### config.mk
export PLATFORM = sky130hd
export DESIGN_NAME = link_frame_arbiter_flat
export DESIGN_NICKNAME = d
export VERILOG_FILES = /design/src/rtl/link_pkg.sv /design/src/rtl/link_frame_arbiter_if.sv /design/src/rtl/link_serializer.sv /design/src/rtl/link_frame_arbiter.sv /design/src/flat_wrapper.sv
export SDC_FILE = /design/constraint.sdc
export NUM_CORES = 1
export LEC_CHECK = 0
export BUFFER_PORTS_ARGS = -buffer_cell sky130_fd_sc_hd__buf_2
export CORE_MARGIN = 10
export CORE_UTILIZATION = 49
export CTS_CLUSTER_SIZE = 10
export DETAILED_ROUTE_END_ITERATION = 16
export PLACE_DENSITY = 0.73
export SLEW_MARGIN = 20
export SYNTH_ARGS = -nofsm -noshare
export SYNTH_HDL_FRONTEND = slang
export SYNTH_HIERARCHICAL = 1
export SYNTH_SLANG_ARGS = --single-unit
export TNS_END_PERCENT = 20
### constraint.sdc
create_clock -name clk -period 2.4 [get_ports clk]
set_clock_uncertainty 0.05 [all_clocks]
set_input_delay 0.48 -clock clk [delete_from_list [all_inputs] [get_ports clk]]
set_output_delay 0.48 -clock clk [all_outputs]
set_load 0.01 [all_outputs]
### src/rtl/link_pkg.sv
// link_pkg: shared definitions for the S1->S2 serial link.
//   ADDR_W / DATA_W / FRAME_W : RB2 frame geometry ({addr, data}).
//   ADDR_* / DATA_* slices    : field positions inside a frame.
//   link_state_e              : arbiter FSM states.
//   rr_pick()                 : round-robin winner selection.
package link_pkg;

  localparam int ADDR_W   = 3;
  localparam int DATA_W   = 18;
  localparam int FRAME_W  = ADDR_W + DATA_W;
  localparam int BITCNT_W = 5;

  // Field slice constants, shared with S2-side decode logic.
  localparam int ADDR_MSB = FRAME_W - 1;
  localparam int ADDR_LSB = DATA_W;
  localparam int DATA_MSB = DATA_W - 1;
  localparam int DATA_LSB = 0;

  typedef enum logic [1:0] {
    ST_IDLE  = 2'd0,
    ST_SHIFT = 2'd1,
    ST_GAP   = 2'd2
  } link_state_e;

  // Returns 1 when requester 1 wins. ptr=1 means requester 1 holds priority.
  function automatic logic rr_pick(input logic req0, input logic req1, input logic ptr);
    logic win1;
    if (req0 && req1) begin
      win1 = ptr;
    end else begin
      win1 = req1;
    end
    return win1;
  endfunction

endpackage

### src/rtl/link_frame_arbiter_if.sv
// link_frame_arbiter_if: requester handshakes and serial link bundle.
//   req0/frame0/gnt0 : requester 0 handshake
//   req1/frame1/gnt1 : requester 1 handshake
//   sen/sd           : serial link (sen=0 marks a valid bit on sd)
//   busy/frames_sent/done : status
// Modports: slave = arbiter side, master = requester / link observer side.
interface link_frame_arbiter_if;
  import link_pkg::*;

  logic               req0;
  logic [FRAME_W-1:0] frame0;
  logic               gnt0;
  logic               req1;
  logic [FRAME_W-1:0] frame1;
  logic               gnt1;
  logic               sen;
  logic               sd;
  logic               busy;
  logic [3:0]         frames_sent;
  logic               done;

  modport slave (
    input  req0, frame0, req1, frame1,
    output gnt0, gnt1, sen, sd, busy, frames_sent, done
  );

  modport master (
    output req0, frame0, req1, frame1,
    input  gnt0, gnt1, sen, sd, busy, frames_sent, done
  );

endinterface

### src/rtl/link_serializer.sv
// link_serializer: shifts one captured frame out MSB-first.
//   clk, rst   : clock, async active-low reset
//   load_s     : capture frame_in and drive its MSB on the next edge
//   frame_in   : frame to send
//   sen, sd    : registered link outputs (sen=0 while a bit is valid)
//   last_bit_s : high while bit 0 is on the link
module link_serializer
  import link_pkg::*;
(
  input  logic               clk,
  input  logic               rst,
  input  logic               load_s,
  input  logic [FRAME_W-1:0] frame_in,
  output logic               sen,
  output logic               sd,
  output logic               last_bit_s
);

  logic [FRAME_W-1:0]  shift_r;
  logic [BITCNT_W-1:0] bit_cnt_r;
  logic                sen_r;
  logic                sd_r;

  // Shift register, bit counter and link drivers; sd always mirrors the bit
  // that shift_r will present next, so the MSB goes out on the load edge.
  always_ff @(posedge clk or negedge rst) begin
    if (!rst) begin
      shift_r   <= '0;
      bit_cnt_r <= '0;
      sen_r     <= 1'b1;
      sd_r      <= 1'b0;
    end else if (load_s) begin
      shift_r   <= frame_in;
      bit_cnt_r <= BITCNT_W'(FRAME_W - 1);
      sen_r     <= 1'b0;
      sd_r      <= frame_in[FRAME_W-1];
    end else if (!sen_r) begin
      if (bit_cnt_r == '0) begin
        sen_r <= 1'b1;
        sd_r  <= 1'b0;
      end else begin
        shift_r   <= {shift_r[FRAME_W-2:0], 1'b0};
        sd_r      <= shift_r[FRAME_W-2];
        bit_cnt_r <= bit_cnt_r - BITCNT_W'(1);
      end
    end else begin
      sen_r <= 1'b1;
      sd_r  <= 1'b0;
    end
  end

  assign sen        = sen_r;
  assign sd         = sd_r;
  assign last_bit_s = !sen_r && (bit_cnt_r == '0);

endmodule

### src/rtl/link_frame_arbiter.sv
// link_frame_arbiter: round-robin arbiter sharing the S1->S2 link between two
// frame requesters, counting completed frames.
//   clk, rst : clock, async active-low reset
//   bus      : link_frame_arbiter_if.slave (req/frame/gnt x2, sen, sd,
//              busy, frames_sent, done)
// Parameters: GAP (idle cycles between frames, >= 1), MAX_FRAMES.
module link_frame_arbiter
  import link_pkg::*;
#(
  parameter int GAP        = 1,
  parameter int MAX_FRAMES = 8
) (
  input  logic                 clk,
  input  logic                 rst,
  link_frame_arbiter_if.slave  bus
);

  localparam logic [3:0] MAX_CNT  = 4'(MAX_FRAMES);
  localparam logic [7:0] GAP_LAST = 8'(GAP - 1);

  link_state_e state_r, state_nx;
  logic        ptr_r, ptr_nx;
  logic [7:0]  gap_cnt_r, gap_nx;
  logic [3:0]  frames_r, frames_nx;
  logic        done_r, done_nx;
  logic        gnt0_r, gnt0_nx;
  logic        gnt1_r, gnt1_nx;
  logic        busy_r;

  logic               eval_s;
  logic               win1_s;
  logic               load_s;
  logic               last_bit_s;
  logic [FRAME_W-1:0] load_frame_s;
  logic [3:0]         frames_inc_s;

  link_serializer u_ser (
    .clk        (clk),
    .rst        (rst),
    .load_s     (load_s),
    .frame_in   (load_frame_s),
    .sen        (bus.sen),
    .sd         (bus.sd),
    .last_bit_s (last_bit_s)
  );

  // Next-state, arbitration and counter update logic.
  always_comb begin
    state_nx     = state_r;
    ptr_nx       = ptr_r;
    gap_nx       = gap_cnt_r;
    frames_nx    = frames_r;
    done_nx      = done_r;
    gnt0_nx      = 1'b0;
    gnt1_nx      = 1'b0;
    eval_s       = 1'b0;
    win1_s       = 1'b0;
    load_s       = 1'b0;
    frames_inc_s = frames_r + 4'd1;

    case (state_r)
      ST_IDLE: begin
        eval_s = 1'b1;
      end
      ST_SHIFT: begin
        if (last_bit_s) begin
          state_nx = ST_GAP;
          gap_nx   = 8'd0;
          if (frames_r != MAX_CNT) begin
            frames_nx = frames_inc_s;
          end else begin
            frames_nx = frames_r;
          end
          if (frames_inc_s == MAX_CNT) begin
            done_nx = 1'b1;
          end else begin
            done_nx = done_r;
          end
        end else begin
          state_nx = ST_SHIFT;
        end
      end
      ST_GAP: begin
        // The last gap cycle doubles as the IDLE decision so the next bit 20
        // follows after exactly GAP idle cycles.
        if (gap_cnt_r == GAP_LAST) begin
          eval_s = 1'b1;
        end else begin
          gap_nx = gap_cnt_r + 8'd1;
        end
      end
      default: begin
        state_nx = ST_IDLE;
      end
    endcase

    if (eval_s) begin
      if (!done_r && (bus.req0 || bus.req1)) begin
        win1_s   = rr_pick(bus.req0, bus.req1, ptr_r);
        load_s   = 1'b1;
        gnt0_nx  = !win1_s;
        gnt1_nx  = win1_s;
        ptr_nx   = !win1_s;
        state_nx = ST_SHIFT;
      end else begin
        state_nx = ST_IDLE;
      end
    end else begin
      load_s = 1'b0;
    end
  end

  assign load_frame_s = win1_s ? bus.frame1 : bus.frame0;

  // State, pointer, counters and registered status outputs.
  always_ff @(posedge clk or negedge rst) begin
    if (!rst) begin
      state_r   <= ST_IDLE;
      ptr_r     <= 1'b0;
      gap_cnt_r <= 8'd0;
      frames_r  <= 4'd0;
      done_r    <= 1'b0;
      gnt0_r    <= 1'b0;
      gnt1_r    <= 1'b0;
      busy_r    <= 1'b0;
    end else begin
      state_r   <= state_nx;
      ptr_r     <= ptr_nx;
      gap_cnt_r <= gap_nx;
      frames_r  <= frames_nx;
      done_r    <= done_nx;
      gnt0_r    <= gnt0_nx;
      gnt1_r    <= gnt1_nx;
      busy_r    <= (state_nx != ST_IDLE);
    end
  end

  assign bus.gnt0        = gnt0_r;
  assign bus.gnt1        = gnt1_r;
  assign bus.busy        = busy_r;
  assign bus.frames_sent = frames_r;
  assign bus.done        = done_r;

endmodule

### src/flat_wrapper.sv
// flat-port wrapper written by rule: the top's interface ports become plain ports
module link_frame_arbiter_flat import link_pkg::*;
#(
  parameter int GAP        = 1,
  parameter int MAX_FRAMES = 8
)
  (clk, rst, bus_req0, bus_frame0, bus_req1, bus_frame1, bus_gnt0, bus_gnt1, bus_sen, bus_sd, bus_busy, bus_frames_sent, bus_done);
  link_frame_arbiter_if bus_i ();
  input  logic clk;
  input  logic rst;
  input wire logic [$bits(bus_i.req0)-1:0] bus_req0;
  input wire logic [$bits(bus_i.frame0)-1:0] bus_frame0;
  input wire logic [$bits(bus_i.req1)-1:0] bus_req1;
  input wire logic [$bits(bus_i.frame1)-1:0] bus_frame1;
  output wire logic [$bits(bus_i.gnt0)-1:0] bus_gnt0;
  output wire logic [$bits(bus_i.gnt1)-1:0] bus_gnt1;
  output wire logic [$bits(bus_i.sen)-1:0] bus_sen;
  output wire logic [$bits(bus_i.sd)-1:0] bus_sd;
  output wire logic [$bits(bus_i.busy)-1:0] bus_busy;
  output wire logic [$bits(bus_i.frames_sent)-1:0] bus_frames_sent;
  output wire logic [$bits(bus_i.done)-1:0] bus_done;
  assign bus_i.req0 = bus_req0;
  assign bus_i.frame0 = bus_frame0;
  assign bus_i.req1 = bus_req1;
  assign bus_i.frame1 = bus_frame1;
  assign bus_gnt0 = bus_i.gnt0;
  assign bus_gnt1 = bus_i.gnt1;
  assign bus_sen = bus_i.sen;
  assign bus_sd = bus_i.sd;
  assign bus_busy = bus_i.busy;
  assign bus_frames_sent = bus_i.frames_sent;
  assign bus_done = bus_i.done;
  link_frame_arbiter #(.GAP(GAP), .MAX_FRAMES(MAX_FRAMES)) u_core (.clk(clk), .rst(rst), .bus(bus_i));
endmodule
==> metrics.cfg, run 1 <==
[cts]
cts_htree_levels=2
cts_tree=built
numCtsBuffers=5
worstSkewPairLatency_ns=0.30
cts_sinks=46
clk_path_buf_depth=2
clkTransAtPathRegs_ns=0.08
post_cts_buffers=0
clockRootBuffer=clkbuf_8

[sta]
fin_crit_ns=2.28
fin_crit_sh=0.950
relSlewSlack=0.521
fmax_mhz=439
slew_viol_final=0
worst_slack_ns=0.121
worstMarginPinSlew_ns=0.718
rsz0062_at_grt=true
hold_viol_final=0
finalSetupViolCount=0

[grt]
antenna_found_initial=0
grt_use_met1=0.156
grt_pass1_vias=2143
globalRouteMet3Util=0.0424
grt_pass1_wl_microns=9660
globalRouteTotalUtil=0.134
grt_max_degree=52
grt.met2_usage=0.228
gr-total-overflow=0
grt_busiest_layer=met2

[synth]
synth_cell_type_count=42
synth-seq-cells=46
syn_inst=258
synth.avg_cell_area_sq_um=10.2
synth_area_leaders=dfrtp_1 (43%), mux2_4 (10%), a21oi_1 (5.1%), o21ai_0 (4.9%), nor2b_1 (4.7%)
syn-num-nets=310
async_flop_share=1.00
syn_area_sq_um=2640
yosys_warnings=6
yosysSeqAreaShare=0.437
synth_ff_type=dfrtp_1
yosys.area.top_type=dfrtp_1
synth_edf_count=0
yosysTopAreaCellShare=0.427

[routing]
firstDrtPassIters=4
via_per_inst=5.58
final_antenna_net_count=0
post_drt_wl_per_cell_microns=15.9
totalWireLength_microns=6120
drt_iter0_drc=109
drcViolationCount=0
vias=2142

[power_and_ir_drop]
p_int_mw=1.02
swShare=0.212
static-leakage-power_nw=1.44
share_seq_of_total_power=0.596
combPwrFrac=0.061
pwr-share-clk=0.342
p_sw_mw=0.275
p_per_area_nw_per_um2=421
ir_worst_vdd_v=0.000240

[die]
die_w_microns=93.3
std_cell_rows=26
core-area_sq_um=5170
die_h_microns=93.3
pin_count=56
start_util=0.509
die-area_sq_um=8710

[run_status]
status=complete, no violations

[hold_path]
hold_path.class=input port to async pin

[finish]
syn2layout_area_growth_pct=17.0
fin_util=0.596
insertedDiodeCount=0
stdcell_count=384
layout.nets=366
drive_above_1_share=0.328

[worst_setup_path]
worst-setup-path-type=flop to flop
end_kind=flop
critPathMaxFanout=11
r2r-start=u_core/gap_cnt_r[0]
cp_data_required_time_ns=2.54
cp.arrival_ns=2.42
timing.rr.end=u_core/u_ser/shift_r[16]
crit_path_start_kind=flop
worstRegToRegCells=8
reg2reg_setup_slack_ns=0.12

[placement]
post-dp-hpwl_microns=4050
place.gp.congestion=0.811
portBuffers=55
place_ws_ns=0.113
dp_cells=375

[run]
maxCapViolCount=0

worst max-delay path: stages, from the launching register on:
cell and delay [ns]:
dfrtp_1 0.42, inv_1 0.07, ha_1 0.14, nor4b_4 0.22
nand3b_2 0.24, a211o_2 0.51, mux2_4 0.34, nor2b_1 0.11
a21oi_1 0.05
per-stage QoR:
step	area (sq um)	total power, mW	TNS (ns)	hold WS (ns)
3_5_place_dp	2990	0.871	0	0.424
4_1_cts	3060	1.31	0	0.233
5_1_grt	3080	1.35	-0.0269	0.255
2_1_floorplan	2640	0.816	0	0.134
3_3_place_gp	2990	0.870	0	0.422
6_report	3080	1.30	0	0.206
registers in the layout (all words and copies together) (netlist names):
| register | cells |
|---|---|
| u_core/bus.busy | 1 |
| u_core/state_r | 2 |
| u_core/bus.frames_sent | 4 |
| u_core/u_ser/sen | 1 |
| u_core/u_ser/shift_r | 20 |
| u_core/bus.done | 1 |
| u_core/bus.gnt1 | 1 |
| u_core/u_ser/bit_cnt_r | 5 |
| u_core/gap_cnt_r | 8 |
| u_core/u_ser/sd | 1 |
| u_core/ptr_r | 1 |
| u_core/bus.gnt0 | 1 |
cell families (layout without fill, tap and decap cells):
family                   count (synthesis)  in the layout  synth area share
buffers and inverters                   25             79            0.0480
flip-flops                              46             46             0.437
adder cells (fa/ha/maj)                  6              6            0.0285
AND/OR/NAND/NOR                         66             66             0.153
multiplexers                            24             24             0.128
AO/OA/AOI/OAI                           84             86             0.182
XOR/XNOR                                 7              7            0.0233
cell usage in the layout (no fill, tap or decap), types with 2 or more instances in the layout:
cell type	n
and3_1	2
nor2_1	11
a31oi_1	19
xnor2_1	4
nand2b_1	2
mux2_4	18
nor4b_4	2
clkbuf_1	2
buf_2	55
nand2_1	11
ha_1	6
dfrtp_1	45
a211o_2	2
nor2b_1	20
nand3_1	5
xor2_1	3
a21oi_1	26
a211oi_1	2
or3_1	2
o21ai_0	26
clkbuf_8	5
inv_1	10
buf_4	6
o21ai_1	3
mux2_2	5
cell type report:
| cell class | instances | area, sq um |
|---|---|---|
| fillers | 447 | 2090 |
| multi-input cells | 189 | 1390 |
| flip-flops and latches | 46 | 1150 |
| repair buffers | 62 | 340 |
| well taps | 70 | 87.6 |
| clock buffers | 7 | 76.3 |
| inverters | 10 | 37.5 |
power by group through the flow:
stage | clock network (mW) | logic (mW) | registers [mW]
5_1_grt | 0.483 | 0.0890 | 0.774
3_3_place_gp | 0 | 0.0801 | 0.790
4_1_cts | 0.458 | 0.0813 | 0.774
2_1_floorplan | 0 | 0.0264 | 0.790
3_5_place_dp | 0 | 0.0810 | 0.790
6_report | 0.444 | 0.0798 | 0.774
layer usage:
layer | part of all wire | up-vias
li1 | - | 1036
met1 | 0.42 | 1042
met2 | 0.51 | 56
met3 | 0.058 | 8
met4 | 0.012 | 0
met5 | 0 | -
synth_stat cells (3+ instances only):
| cell | instances |
|---|---|
| nor2b_1 | 20 |
| a31oi_1 | 19 |
| inv_1 | 10 |
| nor2_1 | 12 |
| xor2_1 | 3 |
| o21ai_1 | 3 |
| buf_6 | 4 |
| a21oi_1 | 27 |
| clkbuf_1 | 9 |
| mux2_4 | 18 |
| dfrtp_1 | 45 |
| mux2_2 | 5 |
| xnor2_1 | 4 |
| ha_1 | 6 |
| nand3_1 | 5 |
| nand2_1 | 11 |
| o21ai_0 | 26 |
worst max path at each step:
stage	startpoint	end	slack (ns)	depth (start not counted)
floorplan	u_core/u_ser/bit_cnt_r[0]	u_core/bus.frames_sent[1]	0.16	9
global placement	u_core/gap_cnt_r[0]	u_core/u_ser/shift_r[7]	0.16	8
detailed placement	u_core/gap_cnt_r[0]	u_core/u_ser/shift_r[8]	0.11	8
CTS	u_core/gap_cnt_r[0]	u_core/u_ser/shift_r[8]	0.08	8
global route	u_core/gap_cnt_r[0]	u_core/u_ser/shift_r[16]	-0.01	8
finish	u_core/gap_cnt_r[0]	u_core/u_ser/shift_r[16]	0.12	8
repair_timing:
item / CTS / global route
gates resized for setup: 0 / 1
setup endpoints to repair: 0 / 14
hold buffers: 0 / 0
No activity file was read; power rests on OpenSTA's default activity.
==> run 2, diff against run 1 <==
--- a/config.mk
+++ b/config.mk
@@ -7,13 +7,12 @@
 export LEC_CHECK = 0
 export BUFFER_PORTS_ARGS = -buffer_cell sky130_fd_sc_hd__buf_2
 export CORE_MARGIN = 10
-export CORE_UTILIZATION = 49
+export CORE_UTILIZATION = 54
 export CTS_CLUSTER_SIZE = 10
 export DETAILED_ROUTE_END_ITERATION = 16
-export PLACE_DENSITY = 0.73
+export PLACE_DENSITY = 0.76
 export SLEW_MARGIN = 20
 export SYNTH_ARGS = -nofsm -noshare
 export SYNTH_HDL_FRONTEND = slang
-export SYNTH_HIERARCHICAL = 1
 export SYNTH_SLANG_ARGS = --single-unit
 export TNS_END_PERCENT = 20
==> constraint.sdc (replaced) <==
create_clock -name clk -period 2.5 [get_ports clk]
set_clock_uncertainty 0.05 [all_clocks]
set_input_delay 0.5 -clock clk [delete_from_list [all_inputs] [get_ports clk]]
set_output_delay 0.5 -clock clk [all_outputs]
set_load 0.01 [all_outputs]
==> metrics.cfg, run 2 <==
[synth]
synth_compound_area_frac=0.0839  ; was 0.182
synth_cell_type_count=44  ; was 42
synth-seq-cells=46  ; unchanged
yosysSeqAreaShare=0.444  ; was 0.437
synthXorXnorAreaFrac=0.0169  ; was 0.0233
syn-num-nets=285  ; was 310
synthSimpleGateAreaFrac=0.121  ; was 0.153
synth_fa_ha_area_frac=0.0482  ; was 0.0285
synth.most_common_cell=mux2i_1  ; was dfrtp_1
syn_inst=229  ; was 258
synth.avg_cell_area_sq_um=11.3  ; was 10.2 sq um
netlist_top_cells_count=mux2i_1 (63), dfrtp_1 (45), inv_1 (12)  ; was dfrtp_1 (45), a21oi_1 (27), o21ai_0 (26)
yosys_warnings=0  ; was 6
syn_area_sq_um=2590  ; was 2640 sq um
synth_edf_count=0  ; unchanged
async_flop_share=1.00  ; unchanged
synth_top_family_by_area=multiplexers  ; was compound AO/OA/AOI/OAI gates
yosys.area.top_type=dfrtp_1  ; unchanged
synthMuxAreaShare=0.252  ; was 0.128
synth_ff_type=dfrtp_1  ; unchanged
synth_area_leaders=dfrtp_1 (43%), mux2i_1 (24%), ha_1 (4.8%), inv_1 (1.7%), xnor2_1 (1.7%)  ; was dfrtp_1 (43%), mux2_4 (10%), a21oi_1 (5.1%), o21ai_0 (4.9%), nor2b_1 (4.7%)
yosysTopAreaCellShare=0.434  ; was 0.427

[sta]
fmax_mhz=469  ; was 439 MHz
fin_crit_ns=2.13  ; was 2.28 ns
finalSetupViolCount=0  ; unchanged
hold_ws_ns=0.166  ; was 0.206 ns
fin_crit_sh=0.853  ; was 0.950
slew_viol_final=0  ; unchanged
relSlewSlack=0.575  ; was 0.521
worstMarginPinSlew_ns=0.637  ; was 0.718 ns
worst_slack_ns=0.368  ; was 0.121 ns
hold_viol_final=0  ; unchanged
fin_tns_setup_ns=0  ; unchanged
rsz0062_at_grt=false  ; was true

[grt]
antenna_found_initial=0  ; unchanged
globalRouteTotalUtil=0.142  ; was 0.134
grt_max_degree=30  ; was 52
grt_pass1_vias=1943  ; was 2143
grt_pass1_wl_microns=8960  ; was 9660 microns
gr-total-overflow=0  ; unchanged

[worst_setup_path]
worstRegToRegCells=7  ; was 8
crit_path_start_kind=flop  ; unchanged
cp-startpoint=u_core.state_r[0]  ; was u_core/gap_cnt_r[0]
path_delay_family=simple AND/OR/NAND/NOR gates  ; unchanged
cp_data_required_time_ns=2.67  ; was 2.54 ns
slowest_stage=dfrtp_1  ; was a211o_2
crit_cells=7  ; was 8
reg2reg_setup_slack_ns=0.37  ; was 0.12 ns
crit_buf_inv=2  ; was 1
r2r-start=u_core.state_r[0]  ; was u_core/gap_cnt_r[0]
worst-setup-path-type=flop to flop  ; unchanged
slowest_delay_ns=0.42  ; was 0.51 ns
cp.arrival_ns=2.30  ; was 2.42 ns
setup.worst_path.end=u_core.u_ser.shift_r[12]  ; was u_core/u_ser/shift_r[16]
timing.rr.end=u_core.u_ser.shift_r[12]  ; was u_core/u_ser/shift_r[16]
path_cells=inv_1 > ha_1 > nor4b_2 > a21oi_1 > nor3_4 > buf_12 > mux2i_1  ; was inv_1 > ha_1 > nor4b_4 > nand3b_2 > a211o_2 > mux2_4 > nor2b_1 > a21oi_1
critPathMaxFanout=23  ; was 11
end_kind=flop  ; unchanged

[cts]
cts_htree_levels=2  ; unchanged
hold_buffers=0  ; unchanged
post_cts_buffers=0  ; unchanged
clkTransAtPathRegs_ns=0.08  ; about the same
numCtsBuffers=5  ; unchanged
clk_path_buf_depth=2  ; unchanged
ctsResizeCount=0  ; unchanged
clockRootBuffer=clkbuf_8  ; unchanged
cts_sinks=46  ; unchanged
cts_tree=built  ; unchanged
worstSkewPairLatency_ns=0.29  ; was 0.30 ns

[routing]
drt_iter0_drc=58  ; was 109
final_antenna_net_count=0  ; unchanged
vias=1898  ; was 2142
via_per_inst=5.49  ; was 5.58
post_drt_wl_per_cell_microns=14.9  ; was 15.9 microns
drcViolationCount=0  ; unchanged
firstDrtPassIters=4  ; unchanged
totalWireLength_microns=5170  ; was 6120 microns

[placement]
dp_cells=338  ; was 375
portBuffers=55  ; unchanged
place_ws_ns=0.344  ; was 0.113 ns
placed_area_sq_um=2980  ; was 2990 sq um
post-dp-hpwl_microns=4000  ; was 4050 microns
place.gp.congestion=0.804  ; was 0.811

[die]
start_util=0.553  ; was 0.509
die-area_sq_um=7980  ; was 8710 sq um
die_h_microns=89.3  ; was 93.3 microns
std_cell_rows=25  ; was 26
die_w_microns=89.3  ; was 93.3 microns
core-area_sq_um=4690  ; was 5170 sq um
pin_count=56  ; unchanged

[finish]
final_common_cell=mux2i_1  ; was buf_2
fin_area_sq_um=3070  ; was 3080 sq um
regMostFlops=u_core.u_ser.shift_r  ; was u_core/u_ser/shift_r
layout_top_registers=u_core.u_ser.shift_r (20), u_core.gap_cnt_r (8), u_core.u_ser.bit_cnt_r (5)  ; was u_core/u_ser/shift_r (20), u_core/gap_cnt_r (8), u_core/u_ser/bit_cnt_r (5)
layout.nets=347  ; was 366
largest_reg_flops=20  ; unchanged
stdcell_count=346  ; was 384
syn2layout_area_growth_pct=18.3  ; was 17.0%
drive_above_1_share=0.288  ; was 0.328
insertedDiodeCount=0  ; unchanged
layout.cells.most_common_list=mux2i_1 (63), buf_2 (55), dfrtp_1 (45)  ; was buf_2 (55), dfrtp_1 (45), o21ai_0 (26), a21oi_1 (26), nor2b_1 (20)
fin_util=0.654  ; was 0.596

[power_and_ir_drop]
p_per_area_nw_per_um2=919  ; was 421 nW/um^2
total_power_mw=2.82  ; was 1.30 mW
static-leakage-power_nw=1.63  ; was 1.44 nW
ir_worst_vdd_v=0.000422  ; was 0.000240 V

[run]
maxCapViolCount=0  ; unchanged

[run_status]
status=complete, no violations  ; unchanged

[hold_path]
hold_path.class=input port to async pin  ; unchanged

==> run 2: cell types whose count changed after synthesis, moves of 8 or more <==
cell      delta
mux2_4      -18
nor2b_1     -17
mux2i_1     +62
a21oi_1     -20
a31oi_1     -19
clkbuf_1     -8
o21ai_0     -20
==> run 2: worst min path at each step <==
stage                          endpoint
finish              u_core.gap_cnt_r[5]
global route        u_core.gap_cnt_r[4]
CTS                 u_core.gap_cnt_r[5]
detailed placement         u_core.ptr_r
global placement           u_core.ptr_r
floorplan               u_core.bus.busy
==> run 2: layout make-up <==
class,instances,area (sq um)
clock buffer,7,86.3
clock inverter,1,5.00
fill,385,1620
inverter,12,45.0
multi-input combinational,163,1370
sequential,46,1150
tap,54,67.6
timing repair buffer,63,348
==> run 2: layer usage <==
| layer | GRT usage | part of all wire | wire [microns] |
|---|---|---|---|
| met1 | 0.184 | 0.47 | 2430 |
| met5 | 0 | 0 | 0 |
| met4 | 0.0477 | 0.012 | 63 |
| met3 | 0.0356 | 0.044 | 229 |
| met2 | 0.224 | 0.47 | 2440 |
==> run 2: kinds of logic (layout without fill, tap and decap cells) <==
kind of cell,count (synthesis),after routing
and+or+nand+nor,51,51
DFF,46,46
buffers and inverters,20,83
AOI/OAI and AO/OA,32,32
adders and majority gates,10,10
muxes,65,65
xor gates and xnor gates,5,5
==> run 2: where the power goes <==
group	internal, mW	total, mW	switching (mW)
registers	1.01	1.19	0.183
clock network	0.223	0.457	0.234
logic	0.593	1.17	0.580
==> run 3, diff against run 2 <==
==> constraint.sdc (replaced) <==
create_clock -name clk -period 2.5 [get_ports clk]
set_clock_uncertainty 0.05 [all_clocks]
set_input_delay 0.375 -clock clk [delete_from_list [all_inputs] [get_ports clk]]
set_output_delay 0.375 -clock clk [all_outputs]
set_load 0.01 [all_outputs]
==> metrics.cfg, run 3 (same netlist as run 2, synthesis figures left out) <==
[run_status]
status=complete, no violations  ; unchanged

[routing]
final_antenna_net_count=0  ; unchanged
vias=1910  ; was 1898
drcViolationCount=0  ; unchanged
drt_iter0_drc=52  ; was 58
firstDrtPassIters=4  ; unchanged
totalWireLength_microns=5250  ; was 5170 microns
via_per_inst=5.52  ; was 5.49
post_drt_wl_per_cell_microns=15.2  ; was 14.9 microns

[finish]
largest_reg_flops=20  ; unchanged
regMostFlops=u_core.u_ser.shift_r  ; unchanged
layout_top_registers=u_core.u_ser.shift_r (20), u_core.gap_cnt_r (8), u_core.u_ser.bit_cnt_r (5)  ; unchanged
stdcell_count=346  ; unchanged
layout.cells.most_common_list=mux2i_1 (63), buf_2 (55), dfrtp_1 (45)  ; unchanged
fin_util=0.659  ; was 0.654
syn2layout_area_growth_pct=19.1  ; was 18.3%
final_common_cell=mux2i_1  ; unchanged
layout.nets=347  ; unchanged
insertedDiodeCount=0  ; unchanged
drive_above_1_share=0.288  ; unchanged

[grt]
antenna_found_initial=0  ; unchanged
grt_pass1_vias=1933  ; was 1943
gr-total-overflow=0  ; unchanged
globalRouteTotalUtil=0.140  ; was 0.142
grt_max_degree=30  ; unchanged
grt_pass1_wl_microns=8960  ; about the same

[cts]
clk_path_buf_depth=2  ; unchanged
cts_htree_levels=2  ; unchanged
worstSkewPairLatency_ns=0.30  ; was 0.29 ns
numCtsBuffers=5  ; unchanged
clockRootBuffer=clkbuf_8  ; unchanged
cts_sinks=46  ; unchanged
cts_tree=built  ; unchanged
clkTransAtPathRegs_ns=0.08  ; about the same
ctsResizeCount=0  ; unchanged

[placement]
post-dp-hpwl_microns=4030  ; was 4000 microns
portBuffers=55  ; unchanged
dp_cells=337  ; was 338
place.gp.congestion=0.808  ; was 0.804
place_ws_ns=0.323  ; was 0.344 ns

[worst_setup_path]
slowest_delay_ns=0.44  ; was 0.42 ns
critPathMaxFanout=23  ; unchanged
crit_path_start_kind=flop  ; unchanged
path_cells=inv_1 > ha_1 > nor4b_2 > a21oi_1 > nor3_4 > buf_12 > mux2i_1  ; unchanged
end_kind=flop  ; unchanged
path_delay_family=simple AND/OR/NAND/NOR gates  ; unchanged
crit_buf_inv=2  ; unchanged
slowest_stage=dfrtp_1  ; unchanged
cp.arrival_ns=2.36  ; was 2.30 ns
worst-setup-path-type=flop to flop  ; unchanged
cp_data_required_time_ns=2.67  ; about the same

[power_and_ir_drop]
p_sw_mw=1.02  ; was 0.998 mW
share_seq_of_total_power=0.411  ; was 0.422
combPwrFrac=0.403  ; was 0.416
p_int_mw=1.89  ; was 1.82 mW
static-leakage-power_nw=1.64  ; was 1.63 nW
swShare=0.349  ; was 0.354
ir_worst_vdd_v=0.000535  ; was 0.000422 V
p_per_area_nw_per_um2=942  ; was 919 nW/um^2
pwr-share-clk=0.187  ; was 0.162

[die]
die-area_sq_um=7980  ; unchanged
pin_count=56  ; unchanged
start_util=0.553  ; unchanged
die_w_microns=89.3  ; unchanged
core-area_sq_um=4690  ; unchanged
std_cell_rows=25  ; unchanged
die_h_microns=89.3  ; unchanged

[sta]
fin_crit_sh=0.874  ; was 0.853
relSlewSlack=0.719  ; was 0.575
fin_tns_setup_ns=0  ; unchanged
fmax_mhz=458  ; was 469 MHz
fin_crit_ns=2.19  ; was 2.13 ns
worstMarginPinSlew_ns=0.422  ; was 0.637 ns
finalSetupViolCount=0  ; unchanged
worst_slack_ns=0.315  ; was 0.368 ns
slew_viol_final=0  ; unchanged
hold_viol_final=0  ; unchanged
rsz0062_at_grt=false  ; unchanged

[run]
maxCapViolCount=0  ; unchanged

[hold_path]
hold_path.class=input port to flop  ; was input port to async pin

==> run 3: cell types whose count changed in the layout (fill, tap and decap cells not counted) <==
cell / delta
buf_4: -1
bufinv_16: +1
clkbuf_1: -1
clkbuf_8: -1
clkinv_2: +1
dlygate4sd3_1: +1
==> run 3: metrics by stage <==
stage	instance area, sq um	hold slack (ns)	total power [mW]
final	3090	0.305	2.91
after global routing	3090	0.315	3.14
after CTS	3090	0.294	2.94
after detailed placement	2970	0.286	2.39
after global placement	2970	0.282	2.35
after floorplan	2590	0.0294	2.06
==> run 3: path summary, 6_finish.rpt <==
path	startpoint	to	slack (ns)	depth (start not counted)
max in group asynchronous	rst	u_core.u_ser.sen	1.16	3
min in group asynchronous	rst	u_core.gap_cnt_r[5]	0.48	2
min	bus_req1	u_core.bus.gnt1	0.30	3
min reg2reg	u_core.ptr_r	u_core.ptr_r	0.48	1
max reg2reg	u_core.state_r[0]	u_core.u_ser.shift_r[12]	0.31	7
max	u_core.state_r[0]	u_core.u_ser.shift_r[12]	0.31	7
==> run 3: final cells by class <==
| cell class | instances | area [sq um] |
|---|---|---|
| Clock buffer | 5 | 68.8 |
| Sequential cell | 46 | 1150 |
| Tap cell | 54 | 67.6 |
| Multi-Input combinational cell | 163 | 1370 |
| Fill cell | 400 | 1600 |
| Clock inverter | 3 | 40.0 |
| Timing Repair Buffer | 63 | 350 |
| Inverter | 12 | 45.0 |
==> run 3: worst reg2reg max path, cell delays in order (launching register included) <==
cell,delay [ns]
dfrtp_1,0.44
inv_1,0.12
ha_1,0.17
nor4b_2,0.33
a21oi_1,0.23
nor3_4,0.33
buf_12,0.23
mux2i_1,0.22
==> run 3: power by group through the flow <==
stage               Sequential [mW]  Combinational [mW]  Clock [mW]
detailed placement             1.21                1.18           0
finish                         1.20                1.17       0.543
floorplan                      1.17               0.890           0
global placement               1.20                1.15           0
CTS                            1.20                1.19       0.558
global route                   1.23                1.32       0.592
==> run 3: repair_timing <==
| action | CTS | global route |
|---|---|---|
| setup buffers | 0 | 0 |
| hold buffers | 1 | 0 |
| endpoints found under the hold margin | 17 | 0 |
==> run 3: routing by layer <==
layer / wire length [microns] / track usage / vias up
met1: 2390 / 0.180 / 904
met4: 56 / 0.0448 / 0
met2: 2530 / 0.220 / 46
li1: - / - / 953
met5: 0 / 0 / -
met3: 261 / 0.0419 / 7
